File: src/rtl/uart_pkg.sv
// Shared UART definitions: data width, feeder FSM encoding and default feeder sizing.
package uart_pkg;

  localparam int unsigned UART_DATA_W      = 8;
  localparam int unsigned FEED_DEPTH_DEF   = 8;
  localparam int unsigned FEED_GAP_DEF     = 0;
  localparam int unsigned FEED_TIMEOUT_DEF = 4;

  // Counter widths sized for the legal ranges of GAP_CYCLES (0..255) and BUSY_TIMEOUT (2..15)
  localparam int unsigned FEED_GAP_W = 8;
  localparam int unsigned FEED_TO_W  = 4;

  typedef logic [UART_DATA_W-1:0] uart_byte_t;

  typedef enum logic [2:0] {
    FEED_IDLE      = 3'd0,
    FEED_LAUNCH    = 3'd1,
    FEED_WAIT_BUSY = 3'd2,
    FEED_WAIT_DONE = 3'd3,
    FEED_GAP       = 3'd4
  } feed_state_e;

endpackage

File: src/rtl/uart_byte_fifo.sv
// Circular byte FIFO for the UART feeder: storage, wrap-around pointers, occupancy count.
module uart_byte_fifo
  import uart_pkg::*;
#(
  parameter int unsigned DEPTH = FEED_DEPTH_DEF
) (
  input  logic                   clk,
  input  logic                   rst_n,
  input  uart_byte_t             wr_data,
  input  logic                   wr_valid,
  output logic                   wr_ready,
  input  logic                   rd_pop,
  output uart_byte_t             rd_data,
  output logic [$clog2(DEPTH):0] level,
  output logic                   empty
);

  localparam int unsigned PTR_W = $clog2(DEPTH);
  localparam int unsigned CNT_W = $clog2(DEPTH) + 1;

  uart_byte_t        mem [DEPTH];
  logic [PTR_W-1:0]  wr_ptr;
  logic [PTR_W-1:0]  rd_ptr;
  logic [CNT_W-1:0]  count;
  logic              push_c;
  logic              pop_c;

  // Full gates the write outright, so a pop in the same cycle never lets a full write through
  assign wr_ready = (count != CNT_W'(DEPTH));
  assign empty    = (count == '0);
  assign level    = count;
  assign rd_data  = mem[rd_ptr];
  assign push_c   = wr_valid & wr_ready;
  assign pop_c    = rd_pop & ~empty;

  always_ff @(posedge clk) begin
    if (push_c) begin
      mem[wr_ptr] <= wr_data;
    end
  end

  always_ff @(posedge clk or negedge rst_n) begin
    if (!rst_n) begin
      wr_ptr <= '0;
      rd_ptr <= '0;
      count  <= '0;
    end else begin
      if (push_c) begin
        wr_ptr <= wr_ptr + PTR_W'(1);
      end
      if (pop_c) begin
        rd_ptr <= rd_ptr + PTR_W'(1);
      end
      case ({push_c, pop_c})
        2'b10:   count <= count + CNT_W'(1);
        2'b01:   count <= count - CNT_W'(1);
        default: count <= count;
      endcase
    end
  end

endmodule

File: src/rtl/uart_tx_feeder.sv
// Feeds buffered bytes to a UART transmitter one frame at a time with launch retry and idle gap.
// Optional UART_TX_FEEDER_CTS_EN adds a synchronized active-low cts_n launch gate.
module uart_tx_feeder
  import uart_pkg::*;
#(
  parameter int unsigned DEPTH        = FEED_DEPTH_DEF,
  parameter int unsigned GAP_CYCLES   = FEED_GAP_DEF,
  parameter int unsigned BUSY_TIMEOUT = FEED_TIMEOUT_DEF
) (
  input  logic                   clk,
  input  logic                   rst_n,
  input  logic [UART_DATA_W-1:0] wr_data,
  input  logic                   wr_valid,
  output logic                   wr_ready,
  output logic [UART_DATA_W-1:0] tx_data,
  output logic                   tx_start,
  input  logic                   tx_busy,
  output logic [$clog2(DEPTH):0] level,
  output logic                   empty,
  output logic                   launch_err,
  input  logic                   err_clr
`ifdef UART_TX_FEEDER_CTS_EN
  ,
  input  logic                   cts_n
`endif
);

  feed_state_e           state;
  feed_state_e           state_nx;
  uart_byte_t            fifo_rd_data;
  logic                  pop_c;
  logic                  cts_ok_c;
  logic                  err_set_c;
  logic                  tx_start_nx;
  uart_byte_t            tx_data_nx;
  logic                  launch_err_nx;
  logic [FEED_GAP_W-1:0] gap_cnt;
  logic [FEED_GAP_W-1:0] gap_cnt_nx;
  logic [FEED_TO_W-1:0]  to_cnt;
  logic [FEED_TO_W-1:0]  to_cnt_nx;

  uart_byte_fifo #(
    .DEPTH (DEPTH)
  ) u_fifo (
    .clk      (clk),
    .rst_n    (rst_n),
    .wr_data  (wr_data),
    .wr_valid (wr_valid),
    .wr_ready (wr_ready),
    .rd_pop   (pop_c),
    .rd_data  (fifo_rd_data),
    .level    (level),
    .empty    (empty)
  );

`ifdef UART_TX_FEEDER_CTS_EN
  logic [1:0] cts_sync;

  // Two-flop synchronizer; resets to "not clear" so nothing launches before cts_n is seen
  always_ff @(posedge clk or negedge rst_n) begin
    if (!rst_n) begin
      cts_sync <= 2'b11;
    end else begin
      cts_sync <= {cts_sync[0], cts_n};
    end
  end

  assign cts_ok_c = ~cts_sync[1];
`else
  assign cts_ok_c = 1'b1;
`endif

  always_ff @(posedge clk or negedge rst_n) begin
    if (!rst_n) begin
      state      <= FEED_IDLE;
      tx_start   <= 1'b0;
      tx_data    <= '0;
      launch_err <= 1'b0;
      gap_cnt    <= FEED_GAP_W'(GAP_CYCLES);
      to_cnt     <= '0;
    end else begin
      state      <= state_nx;
      tx_start   <= tx_start_nx;
      tx_data    <= tx_data_nx;
      launch_err <= launch_err_nx;
      gap_cnt    <= gap_cnt_nx;
      to_cnt     <= to_cnt_nx;
    end
  end

  // Next-state and output decode; tx_data only moves on a pop, so retries resend the same byte
  always_comb begin
    state_nx    = state;
    tx_start_nx = 1'b0;
    tx_data_nx  = tx_data;
    gap_cnt_nx  = gap_cnt;
    to_cnt_nx   = to_cnt;
    pop_c       = 1'b0;
    err_set_c   = 1'b0;

    case (state)
      FEED_IDLE: begin
        if (!empty && cts_ok_c) begin
          pop_c       = 1'b1;
          tx_data_nx  = fifo_rd_data;
          tx_start_nx = 1'b1;
          state_nx    = FEED_LAUNCH;
        end
      end
      FEED_LAUNCH: begin
        to_cnt_nx = '0;
        state_nx  = FEED_WAIT_BUSY;
      end
      FEED_WAIT_BUSY: begin
        if (tx_busy) begin
          state_nx = FEED_WAIT_DONE;
        end else begin
          to_cnt_nx = to_cnt + FEED_TO_W'(1);
          if (to_cnt == FEED_TO_W'(BUSY_TIMEOUT - 1)) begin
            err_set_c   = 1'b1;
            tx_start_nx = 1'b1;
            state_nx    = FEED_LAUNCH;
          end
        end
      end
      FEED_WAIT_DONE: begin
        if (!tx_busy) begin
          gap_cnt_nx = FEED_GAP_W'(GAP_CYCLES);
          state_nx   = FEED_GAP;
        end
      end
      FEED_GAP: begin
        if (gap_cnt == '0) begin
          state_nx = FEED_IDLE;
        end else begin
          gap_cnt_nx = gap_cnt - FEED_GAP_W'(1);
        end
      end
      default: begin
        state_nx = FEED_IDLE;
      end
    endcase

    launch_err_nx = err_set_c ? 1'b1 : (err_clr ? 1'b0 : launch_err);
  end

endmodule

File: config.mk
export PLATFORM = sky130hd
export DESIGN_NAME = uart_tx_feeder
export DESIGN_NICKNAME = d
export VERILOG_FILES = /design/src/rtl/uart_pkg.sv /design/src/rtl/uart_byte_fifo.sv /design/src/rtl/uart_tx_feeder.sv
export SDC_FILE = /design/constraint.sdc
export NUM_CORES = 1
export LEC_CHECK = 0
export ABC_AREA = 0
export CORE_UTILIZATION = 30
export DETAILED_ROUTE_END_ITERATION = 6
export PLACE_DENSITY_LB_ADDON = 0.25
export SLEW_MARGIN = 5
export SYNTH_ARGS = -nofsm -noshare
export SYNTH_HDL_FRONTEND = slang
export SYNTH_HIERARCHICAL = 1
export SYNTH_SLANG_ARGS = --single-unit
File: constraint.sdc
create_clock -name clk -period 3.11 [get_ports clk]
set_input_delay 0.622 -clock clk [delete_from_list [all_inputs] [get_ports clk]]
set_output_delay 0.622 -clock clk [all_outputs]
set_load 0.05 [all_outputs]
; After elaboration in Yosys (flattened, before gate mapping)
; Memory sizes are Yosys's and may differ from the RTL's. A register that Yosys moved wholly into a read port is not among the register bits.
; Index checks and enable logic that the tools add are counted.
[classes]
addsub = 6
n_eq_ne = 14
n_mux = 22
bitwise = 3
n_reduce_logical = 12
[op_table]
columns = operator, n
row1 = $mux 8, 2
row2 = $pmux 4 s2, 2
row3 = $pmux 8 s2, 1
row4 = $mux 3, 5
row5 = $pmux 3 s5, 1
row6 = $ne 2x2->1 const B, 5
row7 = $mux 1, 9
row8 = $add 4x1->4 const B, 2
row9 = $logic_not 8->1, 1
row10 = $reduce_bool 2->1, 4
row11 = $sub 8x1->8 const B, 1
row12 = $add 3x1->3 const B, 2
row13 = $eq 3x2->1 const B, 2
row14 = $eq 4x2->1 const B, 1
row15 = $logic_not 4->1, 1
row16 = $mux 4, 1
row17 = $ne 4x4->1 const B, 1
row18 = $reduce_and 2->1, 2
row19 = $reduce_and 4->1, 1
row20 = $sub 4x1->4 const B, 1
row21 = $eq 3x1->1 const B, 1
row22 = $eq 3x3->1 const B, 1
row23 = $logic_not 3->1, 1
row24 = $ne 3x3->1 const B, 1
row25 = 7 further kinds, 8
[totals]
reg_bits = 27
ram_bits = 64
inputBits = 13
out_inout_bits = 16
word_cells = 66
memories = 1
[mem_list]
columns = memory, words, word_bits, read_ports, rd_ports_with_merged_regs, wr, line_no
row1 = u_fifo.mem, 8, 8, 1, 1, 1, uart_byte_fifo.sv:21  ; uart_byte_t mem [DEPTH];

; Longest topological paths before layout
[logic_depth]
ltp_word = 6
depth_mapped = 11
depth_no_buf = 10

; By module
; The synthesis kept the hierarchy.
[modules_own_cells]
columns = mod, n_inst, cells_each, area_each_um2, seq_area_each_um2
row1 = uart_byte_fifo, 1, 160, 3168.0, 2172.1
row2 = uart_tx_feeder, 1, 121, 1222.4, 625.6

; Worst setup path before layout
; No wires, ideal clock.
[synth_timing]
kind = register -> register
start = reg u_fifo.count[0], in the netlist u_fifo/level[0]
end = reg u_fifo.count[3], in the netlist u_fifo/level[3]
setup_ns = 0.134
arrival_time_ns = 4.410
required_ns = 2.976
path_slack_ns = -1.433
path_stages_with_launch = 12
n_path_buf = 1
period_less_slack_ns = 4.543
path_cell_list = dfrtp_1 -> buf_6 -> nor4_1 -> or2_2 -> nor2_2 -> o41ai_2 -> inv_2 -> ha_1 -> ha_1 -> or4b_2 -> o311ai_0 -> o211ai_1
[synth_between]
elab_chain_len = 6
elab_cells_between_ends = 13
cone_classes = 2 x add/sub / 3 x eq/ne / 3 x mux / 3 x bitwise / 2 x reduce/logical
[synth_lines]
columns = element, line_no
row1 = from (decl), uart_byte_fifo.sv:24  ; logic [CNT_W-1:0] count;
row2 = from (signal assigned), uart_byte_fifo.sv:55  ; 2'b10: count <= count + CNT_W'(1);
row3 = from (signal assigned), uart_byte_fifo.sv:56  ; 2'b01: count <= count - CNT_W'(1);
row4 = from (signal assigned), uart_byte_fifo.sv:57  ; default: count <= count;
row5 = $logic_not 4->1 (*), uart_byte_fifo.sv:30  ; assign empty = (count == '0);
row6 = via empty, uart_tx_feeder.sv:19  ; output logic empty,
row7 = $mux 1 (*), uart_tx_feeder.sv:103  ; if (!empty && cts_ok_c) begin
row8 = $mux 1 (*), uart_tx_feeder.sv:101  ; case (state)
row9 = via pop_c, uart_tx_feeder.sv:31  ; logic pop_c;
row10 = $and 1x1->1 (*), uart_byte_fifo.sv:34  ; assign pop_c = rd_pop & ~empty;
row11 = via u_fifo.pop_c, uart_byte_fifo.sv:26  ; logic pop_c;
row12 = $eq 2x1->1 or $eq 2x2->1 (tied branches), uart_byte_fifo.sv:54  ; case ({push_c, pop_c})
row13 = $pmux 4 s2 or $reduce_bool 2->1 (tied branches), --
; Mark *: on every way through the listed nets, which the timed path passes. The rest lies on a longest branch.
; A chain may end at the register's enable or synchronous reset.

; Worst setup path in the final report
[layout_timing]
start = reg u_fifo.count[1], in the netlist u_fifo/level[1]
end = out wr_ready
[layout_between]
elab_chain_len = 1
[layout_lines]
columns = element, line_no
row1 = $ne 4x4->1, uart_byte_fifo.sv:29  ; assign wr_ready = (count != CNT_W'(DEPTH));
row2 = to (decl), uart_tx_feeder.sv:14  ; output logic wr_ready,
; Every way passes these cells.

==> results.yml <==
status:
  status: "finished clean"
setup_path:
  required_ns: 2.49
  crit_arrival_ns: 2.23
  path_class: "flop to output pin"
  rr_worst_depth: 9
  worst_r2r_endpoint: "u_fifo/level[3]$_DFFE_PN0P_"
  reg2reg_slack_ns: 0.49
  regToRegStartpoint: "state[0]$_DFFE_PN0P_"
  cp-end-kind: "output pin"
  critPathLaunchType: "flop"
  crit_fanout: 6
clocking:
  post_cts_resize_count: 0
  clkTransAtPathRegs_ns: 0.07
  cts_sinks: 99
  cts-htree-levels: 3
  cts_setup_buffers: 0
  holdBufCountCts: 0
  root_buffer: "clkbuf_16"
  numCtsBuffers: 9
  clk_latency_ns: 0.35
  cts_tree: "done"
  cts_max_path_buffers: 2
routing:
  drt-total-wl_um: 8560
  vias_per_cell: 4.90
  drt_pre_antenna_iters: 4
  ant_nets: 0
  wl_per_cell_um: 17.0
  drt_iter0_drc: 111
  num_vias: 2463
  drc: 0
global_route:
  use_met3: 0.0498
  grt_max_degree: 36
  grt_antenna_before_repair: 0
  grt.busiest_layer: "met2"
  grtUsageMet1: 0.149
  grt_pass1_wl_um: 13400
  grt_overflow_total: 0
  grt_pass1_vias: 2500
  use_met2: 0.206
  grt_usage: 0.125
power_and_ir_drop:
  vdd_drop_max_mv: 0.292
  p_per_area_nw_per_um2: 1000
  switching_power_w: 0.00197
  netSwitchingFraction: 0.376
  combPwrFrac: 0.392
  internal_power_w: 0.00328
  p_clk_frac: 0.208
  seqPwrFrac: 0.400
  power_w: 0.00525
  p_leak_nw: 1.89
die:
  dieHeight_um: 123
  die_x_um: 123
  initial_core_util: 0.311
  rows: 43
  dieArea_um2: 15100
  core-area_um2: 14100
  ios: 29
synthesis:
  synth.avg_cell_area_um2: 15.6
  synth_area_leader_cell: "edfxtp_1"
  ys_warn_count: 6
  async_flop_share: 0.354
  synth_cells: 281
  synth_fp_nets: 303
  synthFlopType: "edfxtp_1"
  synth_cell_type_count: 52
  syn-cell-area_um2: 4390
  yosysSeqAreaShare: 0.637
  synth_edf_count: 64
  synth_area_leaders: "edfxtp_1 (44%), dfrtp_1 (20%), mux4_1 (9.6%), mux2_2 (4.4%), ha_1 (2.3%)"
  synth-seq-cells: 99
  synth_top_area_frac: 0.438
finish:
  syn_to_final_growth_pct: 19.2
  multi_input_area_um2: 1530
  drive_above_1_share: 0.195
  seq_area_um2: 2810
  fillers: 1349
  n_antenna_cell: 0
  final_cell_mix: "edfxtp_1 (64), dfrtp_1 (31), clkdlybuf4s50_1 (27)"
  utilization: 0.371
  instances_no_fill: 503
  nets: 340
  final_common_cell: "edfxtp_1"
timing:
  finalClockSkew_ns: 0.00724
  layout_setup_ws_ns: 0.256
  final_hold_viol_count: 0
  max_freq_mhz: 350
  setup_viol: 0
  tightest_slew_ns: 0.836
  maxSlewViolCount: 0
  fin_crit_sh: 0.918
  rsz0062_at_grt: "false"
  slew-limit-headroom: 0.442
  fin_crit_ns: 2.85
  fin_setup_tns_ns: 0
min_path:
  hold_path.class: "input pin to async pin"
place:
  gp_congestion: 0.768
  dp.cells: 487
  numPortBuffers: 28
  dp_slack_ns: 0.410
  post-dp-hpwl_um: 5520
run:
  drv_cap: 0
per-stage QoR:
| step | instance area (um2) | hold WS (ns) |
|---|---|---|
| after floorplan | 4460 | 0.326 |
| after global placement | 4950 | 0.472 |
| after detailed placement | 4950 | 0.488 |
| after CTS | 5240 | 0.402 |
| after global routing | 5240 | 0.441 |
| final | 5240 | 0.370 |
cell families (layout without fill, tap and decap cells):
group                    Yosys count  count (layout)  share of synthesized area
AND/OR/NAND/NOR                   68              68                     0.0912
AO/OA/AOI/OAI                     42              42                     0.0581
flip-flops                        99              99                      0.637
adder cells (fa/ha/maj)            9               9                     0.0274
multiplexers                      35              35                      0.145
buffers and inverters             22              64                     0.0291
XOR/XNOR                           6               6                     0.0120
cell type report:
type	instances	area share
Clock buffer	9	0.0430
Clock inverter	7	0.0122
Inverter	10	0.00717
Multi-Input combinational cell	160	0.292
Sequential cell	99	0.536
Tap cell	180	0.0430
Timing Repair Buffer	38	0.0669
flip-flops by register name (all words and copies together) (netlist names):
signal,count
u_fifo/level,4
launch_err,1
to_cnt,4
u_fifo/mem,64
gap_cnt,8
u_fifo/wr_ptr,3
state,3
tx_data,8
u_fifo/rd_ptr,3
tx_start,1
worst max-delay path: stages (launching register included):
cell and delay, ns:
dfrtp_4 0.53, or4b_4 0.62, clkdlybuf4s50_1 0.73
per-layer routing:
layer  routed length, um  vias up
met1                3780     1251
met5                   0        -
li1                    -     1163
met3                 350        6
met4                 113        0
met2                4310       43
how the worst max path moves through the flow:
| stage | start | endpoint | slack [ns] | cells after the start |
|---|---|---|---|---|
| floorplan | u_fifo/level[1]$_DFFE_PN0P_ | u_fifo/level[3]$_DFFE_PN0P_ | 0.03 | 10 |
| global placement | wr_valid | u_fifo/level[3]$_DFFE_PN0P_ | 0.46 | 7 |
| detailed placement | wr_valid | u_fifo/level[3]$_DFFE_PN0P_ | 0.41 | 7 |
| CTS | u_fifo/level[1]$_DFFE_PN0P_ | wr_ready | 0.24 | 2 |
| global route | u_fifo/level[1]$_DFFE_PN0P_ | wr_ready | 0.21 | 2 |
| finish | u_fifo/level[1]$_DFFE_PN0P_ | wr_ready | 0.26 | 2 |
synth_stat cells, drive strengths merged, types with 3 or more instances:
library cell  count
clkbuf            3
nand3             5
nor4              3
xnor2             5
or4b              3
nand2            18
a21oi            10
nor2             10
dfrtp            35
buf               9
ha                8
inv              10
o21ai            21
nor3              8
mux4             16
nand3b            4
mux2             18
nor3b             5
edfxtp           64
power by group through the flow:
stage                     combinational (W)  sequential (W)  clock [W]
final                               0.00206         0.00210    0.00109
after detailed placement            0.00208         0.00213          0
after CTS                           0.00208         0.00211    0.00113
after global routing                0.00224         0.00216    0.00117
after floorplan                     0.00137         0.00225          0
after global placement              0.00204         0.00212          0
(Power assumes the default switching activity.)
